File: config.mk
export PLATFORM = sky130hd
export DESIGN_NAME = div_seq
export DESIGN_NICKNAME = d
export VERILOG_FILES = /design/src/rtl/div_seq_pkg.sv /design/src/rtl/div_seq_cls_sub.sv /design/src/rtl/div_seq.sv
export SDC_FILE = /design/constraint.sdc
export NUM_CORES = 1
export LEC_CHECK = 0
export CAP_MARGIN = 25
export CORE_ASPECT_RATIO = 0.6
export CORE_UTILIZATION = 53
export DETAILED_ROUTE_END_ITERATION = 16
export PLACE_DENSITY_LB_ADDON = 0.3
export SLEW_MARGIN = 20
export SYNTH_ARGS = -nofsm -noshare
export SYNTH_HDL_FRONTEND = slang
export SYNTH_SLANG_ARGS = --single-unit
export TNS_END_PERCENT = 10
File: constraint.sdc
create_clock -name clk -period 2.2 [get_ports clk]
set_input_delay 0.44 -clock clk [delete_from_list [all_inputs] [get_ports clk]]
set_output_delay 0.44 -clock clk [all_outputs]
set_load 0.01 [all_outputs]
File: src/rtl/div_seq_pkg.sv
// Shared definitions for the sequential restoring divider: FSM encoding,
// default width and counter sizing.
package div_seq_pkg;

    localparam int DIV_WIDTH_DEF = 8;

    typedef enum logic {
        ST_IDLE = 1'b0,
        ST_RUN  = 1'b1
    } state_e;

    // Iteration counter must hold the value WIDTH itself.
    function automatic int cnt_w(input int width);
        return $clog2(width) + 1;
    endfunction

endpackage

File: src/rtl/div_seq_cls_sub.sv
// WIDTH-bit carry-lookahead subtractor: a + ~b + 1, built from 4-bit lookahead
// groups whose group carries ripple from nibble to nibble. WIDTH must be a multiple of 4.
module cls_sub #(
    parameter int WIDTH = 8
) (
    input  logic [WIDTH-1:0] a,
    input  logic [WIDTH-1:0] b,
    output logic [WIDTH-1:0] diff,
    output logic             carry_out
);

    localparam int NG = WIDTH / 4;

    logic [WIDTH-1:0] bn;
    logic [WIDTH-1:0] g;
    logic [WIDTH-1:0] p;
    logic [NG:0]      gc;

    assign bn    = ~b;
    assign g     = a & bn;
    assign p     = a ^ bn;
    assign gc[0] = 1'b1;

    for (genvar gi = 0; gi < NG; gi++) begin : g_grp
        logic [3:0] gg;
        logic [3:0] pp;
        logic [4:0] c;

        assign gg   = g[4*gi +: 4];
        assign pp   = p[4*gi +: 4];
        assign c[0] = gc[gi];
        // Every carry inside the nibble is formed directly from the group inputs.
        assign c[1] = gg[0] | (pp[0] & c[0]);
        assign c[2] = gg[1] | (pp[1] & gg[0]) | (pp[1] & pp[0] & c[0]);
        assign c[3] = gg[2] | (pp[2] & gg[1]) | (pp[2] & pp[1] & gg[0])
                    | (pp[2] & pp[1] & pp[0] & c[0]);
        assign c[4] = gg[3] | (pp[3] & gg[2]) | (pp[3] & pp[2] & gg[1])
                    | (pp[3] & pp[2] & pp[1] & gg[0])
                    | (pp[3] & pp[2] & pp[1] & pp[0] & c[0]);

        assign diff[4*gi +: 4] = pp ^ c[3:0];
        assign gc[gi+1]        = c[4];
    end

    assign carry_out = gc[NG];

endmodule

File: src/rtl/div_seq.sv
// Iterative unsigned restoring divider, one trial subtraction per clock.
// Optional DIV_ZERO_FAST_EN: a zero divisor finishes one edge after acceptance.
module div_seq
    import div_seq_pkg::*;
#(
    parameter int WIDTH = DIV_WIDTH_DEF
) (
    input  logic             clk,
    input  logic             reset_n,
    input  logic             start,
    input  logic [WIDTH-1:0] dividend,
    input  logic [WIDTH-1:0] divisor,
    output logic             busy,
    output logic             done,
    output logic [WIDTH-1:0] quotient,
    output logic [WIDTH-1:0] remainder,
    output logic             dz
);

    localparam int CW = cnt_w(WIDTH);

    state_e           state_q, state_d;
    logic [WIDTH-1:0] q_q, q_d;
    logic [WIDTH-1:0] d_q, d_d;
    logic [WIDTH-1:0] r_q, r_d;
    logic [CW-1:0]    cnt_q, cnt_d;
    logic [WIDTH-1:0] quo_q, quo_d;
    logic [WIDTH-1:0] rem_q, rem_d;
    logic             dz_q, dz_d;
    logic             done_q, done_d;

    logic [WIDTH-1:0] r_shift;
    logic [WIDTH-1:0] sub_diff;
    logic             sub_cout;
    logic [WIDTH-1:0] q_nxt;
    logic [WIDTH-1:0] r_nxt;

    assign r_shift = {r_q[WIDTH-2:0], q_q[WIDTH-1]};

    cls_sub #(.WIDTH(WIDTH)) u_sub (
        .a         (r_shift),
        .b         (d_q),
        .diff      (sub_diff),
        .carry_out (sub_cout)
    );

    // No borrow (carry out set) means the divisor fits: keep the difference.
    assign r_nxt = sub_cout ? sub_diff : r_shift;
    assign q_nxt = {q_q[WIDTH-2:0], sub_cout};

    always_comb begin
        state_d = state_q;
        q_d     = q_q;
        d_d     = d_q;
        r_d     = r_q;
        cnt_d   = cnt_q;
        quo_d   = quo_q;
        rem_d   = rem_q;
        dz_d    = dz_q;
        done_d  = 1'b0;
        case (state_q)
            ST_IDLE: begin
                if (start) begin
                    q_d     = dividend;
                    d_d     = divisor;
                    r_d     = '0;
                    cnt_d   = CW'(WIDTH);
                    dz_d    = (divisor == '0);
                    state_d = ST_RUN;
                end
            end
            ST_RUN: begin
`ifdef DIV_ZERO_FAST_EN
                if (dz_q) begin
                    quo_d   = '1;
                    rem_d   = q_q;
                    cnt_d   = '0;
                    done_d  = 1'b1;
                    state_d = ST_IDLE;
                end else
`endif
                begin
                    q_d   = q_nxt;
                    r_d   = r_nxt;
                    cnt_d = cnt_q - CW'(1);
                    if (cnt_q == CW'(1)) begin
                        quo_d   = q_nxt;
                        rem_d   = r_nxt;
                        done_d  = 1'b1;
                        state_d = ST_IDLE;
                    end
                end
            end
            default: state_d = ST_IDLE;
        endcase
    end

    always_ff @(posedge clk or negedge reset_n) begin
        if (!reset_n) begin
            state_q <= ST_IDLE;
            q_q     <= '0;
            d_q     <= '0;
            r_q     <= '0;
            cnt_q   <= '0;
            quo_q   <= '0;
            rem_q   <= '0;
            dz_q    <= 1'b0;
            done_q  <= 1'b0;
        end else begin
            state_q <= state_d;
            q_q     <= q_d;
            d_q     <= d_d;
            r_q     <= r_d;
            cnt_q   <= cnt_d;
            quo_q   <= quo_d;
            rem_q   <= rem_d;
            dz_q    <= dz_d;
            done_q  <= done_d;
        end
    end

    assign busy      = (state_q == ST_RUN);
    assign done      = done_q;
    assign quotient  = quo_q;
    assign remainder = rem_q;
    assign dz        = dz_q;

endmodule

==> run summary <==
CP Cell Sequence -> ha_1 -> nor3_4 -> a221oi_4 -> a221o_2 -> mux2_4 -> mux2i_2
largest area contributor in the netlist -> dfrtp_1
Synth Cell Area -> 2320 µm²
fmax -> 0.469 GHz
Slew HR -> 60.5%
Unique masters post-synth -> 40
routed vias/inst -> 5.32
fin cells -> 320
final net count -> 291
Startpoint Class -> flop
reg-to-reg startpoint -> r_q[0]
die span in x -> 87.4 µm
GP Congestion -> 0.859
clk sink count -> 46
top cells by area, synth -> dfrtp_1 50%, mux2i_1 7.3%, ha_1 5.9%, o21ai_0 3.9%, mux2_2 3.9%
most common cell after layout, fill and taps aside -> dfrtp_1
Row Count -> 18
period utilisation layout -> 96.9%
Tmin final -> 2.13 ns
Starting Density -> 55.9%
internal cell power -> 3.21 mW
area share of the largest cell type after synthesis -> 49.6%
Hold Vio Cnt, Final -> 0
metal2 WL -> 2390 µm
Clock Tree Buf Depth -> 2
crit path max fanout -> 5
sequential power share -> 29.6%
Top Layer Used -> met4
initial antenna violation count -> 0
vias in the first global route -> 1688
final hold slack -> 0.221 ns
Die Y -> 53.2 µm
reg-to-reg critical path endpoint -> r_q[4]
share of cells above drive strength 1 -> 17.3%
n_diodes -> 0
CTS tree -> built
Metal-1 WL -> 2400 µm
TritonRoute pass-1 iters -> 4
CTS Root Cell -> clkbuf_8
WL/cell -> 15.9 µm
CTS buffer count -> 5
Tightest Hold Check Type -> in -> async
post-CTS setup buffers -> 0
flop2flop setup slack -> 0.07 ns
Max IR drop VDD -> 1.15 mV
largest net degree at the start of global routing -> 47
slowest stage delay, CP -> 0.50 ns
# IOs -> 38
clk slew on worst S/H paths -> 0.08 ns
htree depth -> 2
RSZ-0062 raised after global routing -> no
Remaining DRCs -> 0
YS warnings -> 0
HPWL after DPL -> 3440 µm
placed insts -> 312
Synth Flop Type -> dfrtp_1
Post-synth EDFFs -> 0
Slew @ Worst Pin -> 0.593 ns
final wirelength -> 5080 µm
DR iter-0 viols -> 101
combinational share of power -> 58.3%
Arr. time, crit path -> 2.35 ns
gr usage total -> 24.3%
vias -> 1703
Antenna Violating Nets Remaining -> 0
most frequent cells in the layout -> 46 x dfrtp_1, 36 x clkdlybuf4s50_1, 20 x nand2_1, 18 x o21ai_0
clock share of power -> 12.1%
global-route wire length before repair -> 8220 µm
Synth Register Bits -> 46
switching power total -> 2.11 mW
# hold bufs at CTS -> 0
DP Worst Slack -> -0.0499 ns
worst path required time -> 2.42 ns
core area -> 4140 µm²
syn_nets -> 245
Layout area overhead -> 28.4%
Reg2Reg Depth -> 6
max_cap viols -> 0
CP Capture Type -> flop
critical path type -> reg -> reg
Die ar. -> 4650 µm²
slowest CP cell -> a221o_2
final setup violation count -> 0
async set-reset flop share out of synthesis -> 100%
Final WS setup -> 0.0689 ns
Pwr Density -> 1790 nW/µm²
metal3 WL -> 245 µm
IO Port Bufs -> 37
Post-Route Skew -> 0.00597 ns
grt ovf -> 0
Leak -> 1.35 nW
Seq/Total Area, Yosys -> 49.6%
status -> completed
Post-Syn Instances -> 214
syn avg cell area -> 10.8 µm²
count of final max-slew check failures -> 0
worst skew pair latency -> 0.30 ns
Net Sw Frac -> 39.7%
final cells by class:
cell class	count	area, µm²
Timing Repair Buffer	49	455
Fill cell	315	1170
Inverter	16	60.1
Tap cell	60	75.1
Clock buffer	6	82.6
Clock inverter	1	30.0
Sequential cell	46	1150
Multi-Input combinational cell	142	1120
per-stage QoR:
step | power, mW | utilization, % | setup TNS (ns) | instance area, µm²
6_report | 5.32 | 71.8 | 0 | 2980
5_1_grt | 5.68 | 71.8 | 0 | 2980
4_1_cts | 5.07 | 70.3 | 0 | 2910
3_5_place_dp | 4.37 | 67.5 | -0.173 | 2800
3_3_place_gp | 4.26 | 67.5 | 0 | 2800
2_1_floorplan | 3.48 | - | 0 | 2320
cells in the mapped netlist, types with 2 or more instances:
cell / count
a21o_1: 3
a21oi_1: 8
a21oi_2: 2
buf_2: 2
clkbuf_1: 7
dfrtp_1: 46
ha_1: 11
inv_1: 16
mux2_2: 8
mux2_4: 2
mux2i_1: 17
mux2i_2: 2
nand2_1: 20
nand2b_1: 9
nor2_1: 9
nor3_1: 4
nor4_1: 2
o211ai_1: 2
o21ai_0: 18
o21ai_1: 2
xnor2_1: 4
xor2_1: 2
repair_timing:
action	4_1_cts	5_1_grt
pin swaps	1	2
cloned	0	1
gates resized for setup	1	7
setup endpoints to repair	11	14
flip-flops by register name, summed over array words and instances, names as in the netlist:
| register | flops |
|---|---|
| r_q | 7 |
| dz | 1 |
| done | 1 |
| d_q | 8 |
| q_q | 8 |
| quotient | 8 |
| busy | 1 |
| cnt_q | 4 |
| remainder | 8 |
routing by layer:
layer | vias to the layer above | track usage [%]
met1 | 825 | 33.2
met5 | - | 0
met2 | 48 | 39.2
met4 | 0 | 6.56
li1 | 825 | -
met3 | 5 | 5.62
worst max path at each step:
stage / from / endpoint / slack [ns]
6_report: r_q[0] / r_q[4] / 0.07
5_1_grt: r_q[0] / r_q[4] / 0.001
4_1_cts: q_q[7] / r_q[4] / 0.004
3_5_place_dp: q_q[7] / r_q[0] / -0.05
3_3_place_gp: q_q[7] / r_q[0] / 0.01
2_1_floorplan: q_q[7] / r_q[0] / 0.17
power groups by stage:
stage	Sequential, mW	Clock (mW)	Combinational, mW
finish	1.57	0.647	3.10
global route	1.61	0.686	3.38
CTS	1.56	0.656	2.85
detailed placement	1.58	0	2.79
global placement	1.55	0	2.70
floorplan	1.57	0	1.91
cells by family after synthesis:
| logic type | after synthesis | share of synthesized area (%) |
|---|---|---|
| AO/OA/AOI/OAI | 43 | 11.6 |
| flip-flops | 46 | 49.6 |
| multiplexers | 29 | 13.7 |
| XOR/XNOR | 6 | 2.27 |
| buffers and inverters | 27 | 4.80 |
| AND/OR/NAND/NOR | 51 | 11.2 |
| adder cells (fa/ha/maj) | 12 | 6.80 |
worst max-delay path, delay by kind of cell (launching register included):
family	cells	cell delay, ns
AO/OA/AOI/OAI	2	0.61
AND/OR/NAND/NOR	1	0.26
flip-flops	1	0.43
multiplexers	2	0.48
adder cells (fa/ha/maj)	1	0.26
Note: power is estimated with default switching activity, not from simulation.
